## config.mk

```make
export PLATFORM = sky130hd
export DESIGN_NAME = led_status_driver_flat
export DESIGN_NICKNAME = d
export VERILOG_FILES = /design/src/rtl/gpu_led_pkg.sv /design/src/rtl/led_status_driver_if.sv /design/src/rtl/led_pwm_gen.sv /design/src/rtl/led_status_driver.sv /design/src/flat_wrapper.sv
export SDC_FILE = /design/constraint.sdc
export NUM_CORES = 1
export LEC_CHECK = 0
export ABC_AREA = 1
export ABC_CLOCK_PERIOD_IN_PS = 1630
export CORE_ASPECT_RATIO = 1.1
export CORE_MARGIN = 2
export CORE_UTILIZATION = 51
export CTS_CLUSTER_SIZE = 40
export DETAILED_ROUTE_END_ITERATION = 8
export PLACE_DENSITY = 0.76
export RECOVER_POWER = 25
export SLEW_MARGIN = 0
export SYNTH_ARGS = -nofsm -noshare
export SYNTH_HDL_FRONTEND = slang
export SYNTH_SLANG_ARGS = --single-unit
```

## constraint.sdc

```tcl
create_clock -name clk -period 1.63 [get_ports clk]
set_clock_uncertainty 0.15 [all_clocks]
set_input_delay 0.326 -clock clk [delete_from_list [all_inputs] [get_ports clk]]
set_output_delay 0.326 -clock clk [all_outputs]
set_load 0.01 [all_outputs]
```

## src/rtl/gpu_led_pkg.sv

```systemverilog
// Shared types and defaults for the LED status driver: display modes,
// handshake FSM states and the mode-decoding helper.
package gpu_led_pkg;

  localparam int DEF_N_LEDS   = 16;
  localparam int DEF_PWM_BITS = 8;
  localparam int DEF_STEP_DIV = 25_000_000;

  typedef enum logic [1:0] {
    MODE_STATIC = 2'd0,
    MODE_BLINK  = 2'd1,
    MODE_CHASE  = 2'd2
  } led_mode_t;

  typedef enum logic {
    ST_IDLE    = 1'b0,
    ST_PENDING = 1'b1
  } led_state_t;

  // The reserved encoding 3 collapses onto STATIC so it never animates.
  function automatic led_mode_t to_mode(input logic [1:0] m);
    led_mode_t r;
    case (m)
      2'd1:    r = MODE_BLINK;
      2'd2:    r = MODE_CHASE;
      default: r = MODE_STATIC;
    endcase
    return r;
  endfunction

endpackage

```

## src/rtl/led_status_driver_if.sv

```systemverilog
// Display-command channel into the LED status driver.
//
// Handshake: a command transfers on a rising clk edge where both in_valid
// and in_ready are 1. The master holds in_pattern/in_mode/in_bright stable
// while in_valid is 1; in_ready may drop at any time and does not depend
// on in_valid.
interface led_status_driver_if #(
  parameter int N_LEDS   = 16,
  parameter int PWM_BITS = 8
);
  logic                in_valid;
  logic                in_ready;
  logic [N_LEDS-1:0]   in_pattern;
  logic [1:0]          in_mode;
  logic [PWM_BITS-1:0] in_bright;

  modport master (output in_valid, output in_pattern, output in_mode,
                  output in_bright, input in_ready);
  modport slave  (input in_valid, input in_pattern, input in_mode,
                  input in_bright, output in_ready);
endinterface

```

## src/rtl/led_pwm_gen.sv

```systemverilog
// Free-running PWM frame counter: flags the last cycle of each frame and
// reports whether the current slot is lit for a given brightness.
module led_pwm_gen #(
  parameter int PWM_BITS = 8
) (
  input  logic                clk,
  input  logic                rst,
  input  logic [PWM_BITS-1:0] eff_bright_i,
  output logic                frame_end_o,
  output logic                pwm_on_o
);

  logic [PWM_BITS-1:0] pwm_cnt_q, pwm_cnt_d;

  assign pwm_cnt_d = pwm_cnt_q + PWM_BITS'(1);

  always_ff @(posedge clk) begin
    if (rst) pwm_cnt_q <= '0;
    else     pwm_cnt_q <= pwm_cnt_d;
  end

  assign frame_end_o = (pwm_cnt_q == {PWM_BITS{1'b1}});
  // Strict compare: brightness max is lit for all but the last slot.
  assign pwm_on_o    = (pwm_cnt_q < eff_bright_i);

endmodule

```

## src/rtl/led_status_driver.sv

```systemverilog
// LED output stage: accepts display commands, commits them at PWM frame
// boundaries, animates (static/blink/chase) and PWM-dims the led bus.
// Define LED_GAMMA_EN to apply a square-law brightness curve at commit.
module led_status_driver
  import gpu_led_pkg::*;
#(
  parameter int N_LEDS   = DEF_N_LEDS,
  parameter int PWM_BITS = DEF_PWM_BITS,
  parameter int STEP_DIV = DEF_STEP_DIV
) (
  input  logic                 clk,
  input  logic                 rst,
  led_status_driver_if.slave   cmd,
  output logic [N_LEDS-1:0]    led,
  output led_state_t           dbg_state_o
);

  localparam int SW = (STEP_DIV > 2) ? $clog2(STEP_DIV) : 1;
  localparam logic [SW-1:0] STEP_LAST = SW'(STEP_DIV - 1);

  led_state_t          state_q, state_d;
  logic                in_ready, accept, commit;
  logic                frame_end, pwm_on, step;

  logic [N_LEDS-1:0]   sh_pattern_q, sh_pattern_d;
  led_mode_t           sh_mode_q, sh_mode_d;
  logic [PWM_BITS-1:0] sh_bright_q, sh_bright_d;
  logic [PWM_BITS-1:0] eff_shadow;

  logic [N_LEDS-1:0]   act_pattern_q, act_pattern_d;
  led_mode_t           act_mode_q, act_mode_d;
  logic [PWM_BITS-1:0] act_bright_q, act_bright_d;

  logic [SW-1:0]       step_cnt_q, step_cnt_d;
  logic                phase_q, phase_d;
  logic [N_LEDS-1:0]   disp, led_q, led_d;

  led_pwm_gen #(.PWM_BITS(PWM_BITS)) u_pwm (
    .clk          (clk),
    .rst          (rst),
    .eff_bright_i (act_bright_q),
    .frame_end_o  (frame_end),
    .pwm_on_o     (pwm_on)
  );

`ifdef LED_GAMMA_EN
  logic [2*PWM_BITS-1:0] bright_sq;
  assign bright_sq  = {{PWM_BITS{1'b0}}, sh_bright_q} * {{PWM_BITS{1'b0}}, sh_bright_q};
  assign eff_shadow = bright_sq[2*PWM_BITS-1:PWM_BITS];
`else
  assign eff_shadow = sh_bright_q;
`endif

  // FSM: state register
  always_ff @(posedge clk) begin
    if (rst) state_q <= ST_IDLE;
    else     state_q <= state_d;
  end

  // FSM: next state
  always_comb begin
    state_d = state_q;
    case (state_q)
      ST_IDLE:    if (accept)    state_d = ST_PENDING;
      ST_PENDING: if (frame_end) state_d = ST_IDLE;
      default:                   state_d = ST_IDLE;
    endcase
  end

  // FSM: outputs
  always_comb begin
    in_ready = (state_q == ST_IDLE) && !rst;
    accept   = cmd.in_valid && in_ready;
    commit   = (state_q == ST_PENDING) && frame_end;
  end

  assign cmd.in_ready = in_ready;
  assign dbg_state_o  = state_q;
  assign step         = (step_cnt_q == STEP_LAST);

  // A commit on a step edge wins: the new command starts un-animated.
  always_comb begin
    sh_pattern_d  = sh_pattern_q;
    sh_mode_d     = sh_mode_q;
    sh_bright_d   = sh_bright_q;
    act_pattern_d = act_pattern_q;
    act_mode_d    = act_mode_q;
    act_bright_d  = act_bright_q;
    step_cnt_d    = step_cnt_q + SW'(1);
    phase_d       = phase_q;
    if (accept) begin
      sh_pattern_d = cmd.in_pattern;
      sh_mode_d    = to_mode(cmd.in_mode);
      sh_bright_d  = cmd.in_bright;
    end
    if (commit) begin
      act_pattern_d = sh_pattern_q;
      act_mode_d    = sh_mode_q;
      act_bright_d  = eff_shadow;
      step_cnt_d    = '0;
      phase_d       = 1'b1;
    end else if (step) begin
      step_cnt_d = '0;
      case (act_mode_q)
        MODE_BLINK: phase_d       = ~phase_q;
        MODE_CHASE: act_pattern_d = {act_pattern_q[N_LEDS-2:0], act_pattern_q[N_LEDS-1]};
        default:    ;
      endcase
    end
  end

  assign disp  = (act_mode_q == MODE_BLINK && !phase_q) ? '0 : act_pattern_q;
  assign led_d = disp & {N_LEDS{pwm_on}};

  always_ff @(posedge clk) begin
    if (rst) begin
      sh_pattern_q  <= '0;
      sh_mode_q     <= MODE_STATIC;
      sh_bright_q   <= '0;
      act_pattern_q <= '0;
      act_mode_q    <= MODE_STATIC;
      act_bright_q  <= '0;
      step_cnt_q    <= '0;
      phase_q       <= 1'b1;
      led_q         <= '0;
    end else begin
      sh_pattern_q  <= sh_pattern_d;
      sh_mode_q     <= sh_mode_d;
      sh_bright_q   <= sh_bright_d;
      act_pattern_q <= act_pattern_d;
      act_mode_q    <= act_mode_d;
      act_bright_q  <= act_bright_d;
      step_cnt_q    <= step_cnt_d;
      phase_q       <= phase_d;
      led_q         <= led_d;
    end
  end

  assign led = led_q;

endmodule

```

## src/flat_wrapper.sv

```systemverilog
// flat-port wrapper written by rule: the top's interface ports become plain ports
module led_status_driver_flat import gpu_led_pkg::*;
#(
  parameter int N_LEDS   = DEF_N_LEDS,
  parameter int PWM_BITS = DEF_PWM_BITS,
  parameter int STEP_DIV = DEF_STEP_DIV
)
  (clk, rst, led, dbg_state_o, cmd_in_valid, cmd_in_pattern, cmd_in_mode, cmd_in_bright, cmd_in_ready);
  led_status_driver_if #(.N_LEDS(N_LEDS), .PWM_BITS(PWM_BITS)) cmd_i ();
  input  logic clk;
  input  logic rst;
  output logic [N_LEDS-1:0] led;
  output led_state_t dbg_state_o;
  input wire logic [$bits(cmd_i.in_valid)-1:0] cmd_in_valid;
  input wire logic [$bits(cmd_i.in_pattern)-1:0] cmd_in_pattern;
  input wire logic [$bits(cmd_i.in_mode)-1:0] cmd_in_mode;
  input wire logic [$bits(cmd_i.in_bright)-1:0] cmd_in_bright;
  output wire logic [$bits(cmd_i.in_ready)-1:0] cmd_in_ready;
  assign cmd_i.in_valid = cmd_in_valid;
  assign cmd_i.in_pattern = cmd_in_pattern;
  assign cmd_i.in_mode = cmd_in_mode;
  assign cmd_i.in_bright = cmd_in_bright;
  assign cmd_in_ready = cmd_i.in_ready;
  led_status_driver #(.N_LEDS(N_LEDS), .PWM_BITS(PWM_BITS), .STEP_DIV(STEP_DIV)) u_core (.clk(clk), .rst(rst), .cmd(cmd_i), .led(led), .dbg_state_o(dbg_state_o));
endmodule
```

# == Yosys cells after proc, flatten, opt, wreduce, memory -nomap -nowiden ==
# Index checks and enable logic that the tools add are counted.
# totals
word_cells,43
reg_bits,103
in_bits,29
# op_classes
magnitude_cmp,1
n_reduce_logical,12
bitwise,3
muxes,8
n_addsub,2
n_eq_ne,6
# ops
cell,count
$mux 16,4
$add 25x1->25 const B,1
$eq 25x25->1 const B,1
$and 16x16->16,1
$add 8x1->8 const B,1
$eq 8x8->1 const B,1
$lt 8x8->1,1
$eq 2x1->1 const B,2
$eq 2x2->1 const B,2
$logic_and 1x1->1,4
$pmux 2 s2,1
$reduce_and 2->1,2
$reduce_bool 2->1,2
$reduce_or 3->1,1
$logic_not 1->1,2
$mux 1,2
$not 1->1,2
$pmux 1 s2,1
$reduce_or 2->1,1

# == Longest topological paths before layout ==
# Gate-level depths: netlist of run 1.
# logic_depth
ltp_word,5
mapped_depth,11

# == Cells and area by module ==
# A second synthesis of run 1 with hierarchy kept.
# unflattened
hier_cells,608
area_unflattened_um2,4395.5
# modules_own_cells
mod,area_each_um2,cells_per_inst,n_inst,seq_area_each_um2
led_status_driver,3891.2,533,1,1901.8
led_pwm_gen,504.2,75,1,160.2

# == Least setup slack after synthesis of run 1 ==
# OpenSTA, ideal clock, no wires.
# synth_timing
path_type,reg-to-reg
start,reg u_core.u_pwm.pwm_cnt_q[0]
end,reg u_core.step_cnt_q[9]
setup_ns,0.118
path_slack_ns,-0.051
stages_incl_launch_ff,11
synth_period_minus_slack_ns,1.681
arrival_time_ns,1.412
cell_sequence,dfxtp_1 -> ha_1 -> nand2_2 -> nor3_4 -> nand2_2 -> buf_6 -> nand2_8 -> inv_2 -> nand2_4 -> buf_6 -> nor3_1
# synth_between
elab_chain_len,3
# synth_lines
item,line,source
from (decl),led_pwm_gen.sv:13,"logic [PWM_BITS-1:0] pwm_cnt_q, pwm_cnt_d;"
from (signal assigned),led_pwm_gen.sv:19,else pwm_cnt_q <= pwm_cnt_d;
$eq 8x8->1,led_pwm_gen.sv:22,assign frame_end_o = (pwm_cnt_q == {PWM_BITS{1'b1}});
$logic_and 1x1->1,led_status_driver.sv:74,commit = (state_q == ST_PENDING) && frame_end;
$reduce_or 3->1 (no source line),-,
to (signal assigned),led_status_driver.sv:133,step_cnt_q <= step_cnt_d;
to (decl),led_status_driver.sv:34,"logic [SW-1:0] step_cnt_q, step_cnt_d;"
# No other way between the ends.
# A chain may end at the register's enable or synchronous reset.

# == Worst setup path after layout of run 1 ==
# layout_timing
start,reg u_core.step_cnt_q[1]
end,reg u_core.step_cnt_q[2]
# layout_between
elab_chain_len,2
elab_cells_between_ends,3
# layout_lines
item
branches (longest 2 deep; another with $add 25x1->25)
# Several ways; the timed one is not identified.

==> impl_results.md, run 1 <==
* Max-slew violations at 0
* Share of cells above drive strength 1 at 21.7%
* Dpl cell area at 5390 um2
* Worst vdd ir at 0.624 mV
* Cells after Synth at 609
* # clock sinks at 103
* Hold_buf cts at 0
* Critical path type: reg2reg
* Final WS setup at -0.0128 ns
* PnR Total Power at 4.56 mW
* Req. time, crit path at 1.74 ns
* Clock root buffer: clkbuf_8
* Detailed Route WL at 9.52 mm
* Chip width at 93.8 um
* Critical Path End Type: flip-flop
* Setup violators final at 17
* Diodes inserted at 0
* Syn Nets at 647
* Drt pass-1 iters at 4
* R2r worst-path depth at 9
* Critical R2R Launch: u_core.step_cnt_q[1]
* Total grt overflow at 0
* Floorplan core area at 8740 um2
* CTS tree: yes
* Synth warn at 0
* Clock Latency Late Sink at 0.36 ns
* WL/cell at 11.7 um
* Port-buffer cells at 46
* Share of the synthesized area in the top cell type at 45.6%
* Fin area at 5860 um2
* Hold Vio Cnt, Final at 0
* CTS buffer count at 9
* H-tree depth at 3
* Area leader, netlist: dfxtp_1
* Max-cap violation count at 0
* Failing checks: negative setup slack
* RSZ-0062 raised after global routing: true
* Drt drc at 0
* Syn_area_per_cell at 7.43 um2
* Outcome: complete, but fails checks
* Initial DRC Count at 133
* Max clock buf depth at 2
* Initial antenna violation count at 0
* Post-synthesis cell type count at 37
* Post-detailed-placement half-perimeter wirelength at 6.68 mm
* Total GRT Usage at 20.5%
* Sequential share of the synthesized area at 45.6%
* Via/cell ratio at 4.92
* Reg2reg end: u_core.step_cnt_q[2]
* Starting Density at 51.8%
* Area delta synth->final at 29.5%
* Row cnt at 36
* CP startpoint: u_core.step_cnt_q[1]
* Die height at 103 um
* P_leak at 2.36 nW
* Least-Margin Pin Slew at 0.456 ns
* Nets@finish at 733
* Worst setup endpoint: u_core.step_cnt_q[2]
* Worst-path clk slew at 0.09 ns
* Tcrit/Tclk final at 101%
* Synth Register Bits at 103
* Ports at 47
* Die area at 9640 um2
* Worst setup SP type: flip-flop
* Vias in the first global route at 3683
* Routed Antenna Nets at 0
* Largest net degree at the start of global routing at 36
* Top post-synthesis cells by area: dfxtp_1, nand2_1, nor2_1
* Vias at 4006
* Shortest period the worst path allows at 1.64 ns
* CP max FO at 6
* Type of the worst min-delay path: reg2reg
* Pwr dens at 779 nW/um2
* Syn Std Cell Area at 4520 um2
* R2R Setup Slk at -0.01 ns
* CP arrival at 1.75 ns
* Placer congestion estimate at 0.852
* First-pass GRT wire length at 15.7 mm
* Achievable Freq at 609 MHz
* Worst slew margin at 69.6%
[how the worst min path moves through the flow]
stage                     slack [ns]                         to  cells after the start                 startpoint
after detailed placement        0.30    u_core.sh_pattern_q[12]                      2    u_core.sh_pattern_q[12]
after CTS                       0.31    u_core.sh_pattern_q[12]                      2    u_core.sh_pattern_q[12]
final                           0.31    u_core.sh_pattern_q[11]                      2    u_core.sh_pattern_q[11]
after global routing            0.33    u_core.sh_pattern_q[13]                      2    u_core.sh_pattern_q[13]
after floorplan                 0.25  u_core.u_pwm.pwm_cnt_q[0]                      1  u_core.u_pwm.pwm_cnt_q[0]
after global placement          0.29    u_core.sh_pattern_q[10]                      2    u_core.sh_pattern_q[10]
[what timing repair did]
item                                    4_1_cts  5_1_grt
setup buffers                                 5        1
pin swaps                                    14       12
gates resized for setup                      42       47
endpoints found under the setup margin       66       76
cloned                                        1        1
[layer usage]
layer	GRT usage, %	part of all wire, %	vias up
met5	0	0	-
met4	7.69	1.3	0
met3	3.80	2.4	9
met2	35.6	50	53
met1	25.5	47	1845
li1	-	-	2099
[metrics by stage]
| stage | utilization (%) | hold WS, ns | setup slack [ns] | std cells | setup TNS (ns) |
|---|---|---|---|---|---|
| 6_report | 67.0 | 0.308 | -0.0128 | 814 | -0.107 |
| 5_1_grt | 67.0 | 0.334 | -0.116 | 814 | -4.93 |
| 4_1_cts | 65.3 | 0.310 | -0.0622 | 812 | -0.794 |
| 3_5_place_dp | 61.7 | 0.297 | -0.361 | 790 | -22.74 |
| 3_3_place_gp | 61.7 | 0.290 | -0.354 | 790 | -19.28 |
| 2_1_floorplan | - | 0.254 | 0.0191 | 609 | 0 |
[synth_stat cells]
master and number:
o211ai_1 1, buf_8 1, o21a_1 1, nor2_1 92
xnor2_1 3, ha_1 9, nand2_1 137, xor2_1 5
nand3b_1 1, nand2_2 4, nand3_1 33, a211oi_1 1
buf_2 7, o211a_1 1, inv_1 72, nand2_4 1
nor3_4 1, a21oi_1 34, a22oi_1 6, nand2_8 2
clkbuf_1 9, o21bai_1 2, dfxtp_1 103, buf_6 6
or2_2 3, inv_2 1, nor3_1 5, nor2_2 4
nor2_4 1, clkbuf_2 1, nor3b_2 1, nand4_1 7
o21ai_0 39, nor3b_1 2, inv_4 1, o21ai_2 10
nand3_2 2
[where the power goes]
part,leakage [nW],switching (mW),internal [mW]
clock,0.0936,0.815,0.752
sequential,0.841,0.0275,2.57
combinational,1.43,0.194,0.203
[worst max-delay path, stage by stage (launching register included)]
cell     delay (ns)
dfxtp_2        0.37
ha_4           0.15
nand2_4        0.05
nor2_4         0.12
nand2_1        0.11
nor2_4         0.13
nand2_2        0.12
nand2_4        0.16
buf_4          0.14
nor3b_1        0.04
[logic make-up (layout without fill, tap and decap cells)]
kind of cell | after synthesis | count (layout) | synth area share, %
AO/OA/AOI/OAI | 95 | 95 | 12.1
XOR/XNOR | 8 | 8 | 1.55
adder cells (fa/ha/maj) | 9 | 9 | 2.49
buffers and inverters | 98 | 188 | 9.65
flip-flops | 103 | 103 | 45.6
AND/OR/NAND/NOR | 296 | 297 | 28.7
[layout make-up]
| type | count | area (um2) |
|---|---|---|
| Clock buffer | 13 | 149 |
| Clock inverter | 3 | 42.5 |
| Fill cell | 739 | 2880 |
| Timing Repair Buffer | 98 | 926 |
| Tap cell | 114 | 143 |
| Inverter | 74 | 283 |
| Multi-Input combinational cell | 409 | 2230 |
| Sequential cell | 103 | 2080 |
[layout by cell type (no fill, tap or decap), drive strengths merged]
cell / instances
nand3b: 1
nand2: 145
inv: 74
nor2: 97
a21oi: 34
bufinv: 1
nor3b: 3
o21bai: 2
dlygate4sd2: 17
a211oi: 1
xor2: 5
clkdlybuf4s50: 28
o21a: 1
o211ai: 1
o21ai: 49
clkbuf: 17
or2: 3
o211a: 1
nor3: 6
nand4: 7
clkinvlp: 1
buf: 49
nand3: 35
clkinv: 1
a22oi: 6
xnor2: 3
ha: 9
dfxtp: 103
[state kept, by name, indices dropped and copies added (netlist names)]
name and cells:
u_core.eff_shadow 8, u_core.act_bright_q 8, u_core.act_pattern_q 16, u_core.sh_mode_q 2, u_core.phase_q 1, u_core.u_pwm.pwm_cnt_q 8
u_core.step_cnt_q 25, u_core.sh_pattern_q 16, u_core.act_mode_q 2, u_core.dbg_state_o 1, u_core.led 16
(Power assumes the default switching activity.)
==> inputs of run 2 (changes only) <==
CORE_MARGIN = 8   (was 2)
CORE_UTILIZATION = 55   (was 51)
DONT_BUFFER_PORTS = 1   (was unset)
PLACE_DENSITY = 0.73   (was 0.76)
==> run 2 against run 1 <==
  * The flow still finishes with violations (negative setup slack)
  * First-iteration DRC count rose by 82%
  * Global-route usage fell by 2.8 points
  * Via count increased by 2.2%
  * Worst hold slack lost 0.30 ns
  * Sequential power about the same
  * Total power rose by 0.23%
  * Critical path depth unchanged
  * Design area up 1.9%
  * Setup slack worse by 0.074 ns
  * Register-to-register slack lost 0.07 ns
  * Clock power about the same
  * Die area grew 18%
  * Critical path type unchanged
  * Largest cell class unchanged
  * Largest power group unchanged
==> impl_results.md, run 2 (same netlist as run 1, synthesis figures left out) <==
* Outcome: complete, but fails checks
* Failing checks: negative setup slack
* Worst Path Buf+Inv at 4
* Crit path cell chain: inv_1 > nor3_4 > nand2_4 > buf_12 > nand2_8 > inv_6 > nand2_8 > clkbuf_16 > a21oi_1
* Ports at 47
* # clock sinks at 103
* Net Sw Power at 1.23 mW
* Pwr dens at 767 nW/um2
* Shortest period the worst path allows at 1.72 ns
* Switch share at 27.0%
* Int Pwr at 3.34 mW
* Initial DRC Count at 242
* Hold Vio Cnt, Final at 0
* Drt drc at 0
* Final WS setup at -0.0865 ns
* Fin util at 75.0%
* Max FFs per register at 25
* Place WS at -0.0304 ns
* Worst slew margin at 38.8%
* Hold WS at 0.00928 ns
* Slowest-stage cell, CP: dfxtp_2
* Clock Latency Late Sink at 0.38 ns
* Detailed Route WL at 11.3 mm
* Chip width at 102 um
* Vias in the first global route at 3743
* CP arrival at 1.83 ns
* Total grt overflow at 0
* Top cell by count, worst path: nand2_8
* Vias at 4093
* Die height at 111 um
* Clk pwr share at 34.0%
* Via/cell ratio at 5.23
* Placer congestion estimate at 0.855
* PnR Total Power at 4.57 mW
* Max-slew violations at 0
* Clock root buffer: clkbuf_8
* CTS buffer count at 9
* Initial antenna violation count at 0
* Logic pwr share at 9.2%
* Die area at 11400 um2
* H-tree depth at 3
* Nets@finish at 707
* Port-buffer cells at 0
* Largest Register: u_core.step_cnt_q
* Max-cap violation count at 0
* Least-Margin Pin Slew at 0.917 ns
* Diodes inserted at 0
* Critical Path End Type: flip-flop
* RSZ-0062 raised after global routing: true
* Drt pass-1 iters at 5
* First-pass GRT wire length at 16.5 mm
* Tcrit/Tclk final at 105%
* Floorplan core area at 7960 um2
* CTS tree: yes
* Type of the worst min-delay path: in2reg
* P_leak at 2.24 nW
* Total GRT Usage at 17.7%
* Critical path type: reg2reg
* Starting Density at 56.9%
* Worst vdd ir at 0.718 mV
* Commonest non-fill, non-tap cell in the layout: nand2_1
* Flop pwr share at 56.8%
* Worst setup SP type: flip-flop
* Worst-path clk slew at 0.11 ns
* Largest net degree at the start of global routing at 36
* Crit path max-delay family: simple AND/OR/NAND/NOR gates
* Slowest stage delay, CP at 0.39 ns
* Share of cells above drive strength 1 at 28.5%
* Row cnt at 34
* Req. time, crit path at 1.75 ns
* Setup violators final at 53
* Achievable Freq at 583 MHz
* Routed Antenna Nets at 0
* Most frequent cells in the layout: nand2_1, dfxtp_1, inv_1, nor2_1, buf_4
* WL/cell at 14.4 um
* Area delta synth->final at 31.9%
* Max clock buf depth at 2
* Post-detailed-placement half-perimeter wirelength at 6.70 mm
* CP max FO at 7
==> run 2: cell types whose count changed in the layout (fill, tap and decap cells not counted), sizes merged, moves of 2 or more <==
| cell | previous run | this run |
|---|---|---|
| clkdlybuf4s50 | 28 | 0 |
| dlygate4sd3 | 0 | 24 |
| dlygate4sd2 | 17 | 0 |
| clkbuf | 17 | 12 |
| buf | 49 | 45 |
| clkinv | 1 | 4 |
| inv | 74 | 76 |
==> run 2: path summary, 6_finish.rpt <==
path | start | slack [ns] | depth (start not counted) | to
setup / recovery | u_core.u_pwm.pwm_cnt_q[5] | -0.09 | 9 | u_core.step_cnt_q[10]
hold / removal | cmd_in_pattern[13] | 0.009 | 2 | u_core.sh_pattern_q[13]
setup reg to reg | u_core.u_pwm.pwm_cnt_q[5] | -0.09 | 9 | u_core.step_cnt_q[10]
hold reg to reg | u_core.sh_pattern_q[11] | 0.32 | 2 | u_core.sh_pattern_q[11]
==> run 2: final cells by class <==
cell class / count / area (um2)
timing repair buffer: 73 / 751
inverter: 74 / 299
multi-input combinational: 408 / 2510
sequential: 103 / 2080
clock buffer: 9 / 124
tap: 108 / 135
clock inverter: 7 / 65.1
fill: 558 / 1990
==> run 2: per-layer routing <==
| metal | track usage [%] | wire length (um) | part of all wire, % |
|---|---|---|---|
| met2 | 30.4 | 5930 | 53 |
| met1 | 20.6 | 4630 | 41 |
| met4 | 6.76 | 227 | 2.0 |
| met5 | 0 | 0 | 0 |
| met3 | 4.02 | 470 | 4.2 |
==> run 2: power by group through the flow <==
stage / logic [mW] / registers (mW) / clock network (mW)
after floorplan: 0.160 / 2.65 / 0
after global placement: 0.223 / 2.65 / 0
after detailed placement: 0.231 / 2.65 / 0
after CTS: 0.298 / 2.60 / 1.57
after global routing: 0.456 / 2.61 / 1.67
final: 0.420 / 2.60 / 1.55
==> run 2: timing repair <==
action | 4_1_cts | 5_1_grt
hold buffers | 25 | 0
hold endpoints to repair | 60 | 0
setup endpoints to repair | 43 | 71
pin swaps | 2 | 42
cloned | 0 | 3
buffers inserted | 0 | 6
gates resized for setup | 12 | 137
==> run 2: metrics by stage <==
step / std cells / setup TNS [ns] / instance area [um2]
3_3_place_gp: 732 / -0.0275 / 4850
4_1_cts: 773 / -0.0121 / 5350
6_report: 782 / -2.62 / 5960
2_1_floorplan: 609 / 0 / 4540
3_5_place_dp: 732 / -0.302 / 4850
5_1_grt: 782 / -6.30 / 5960
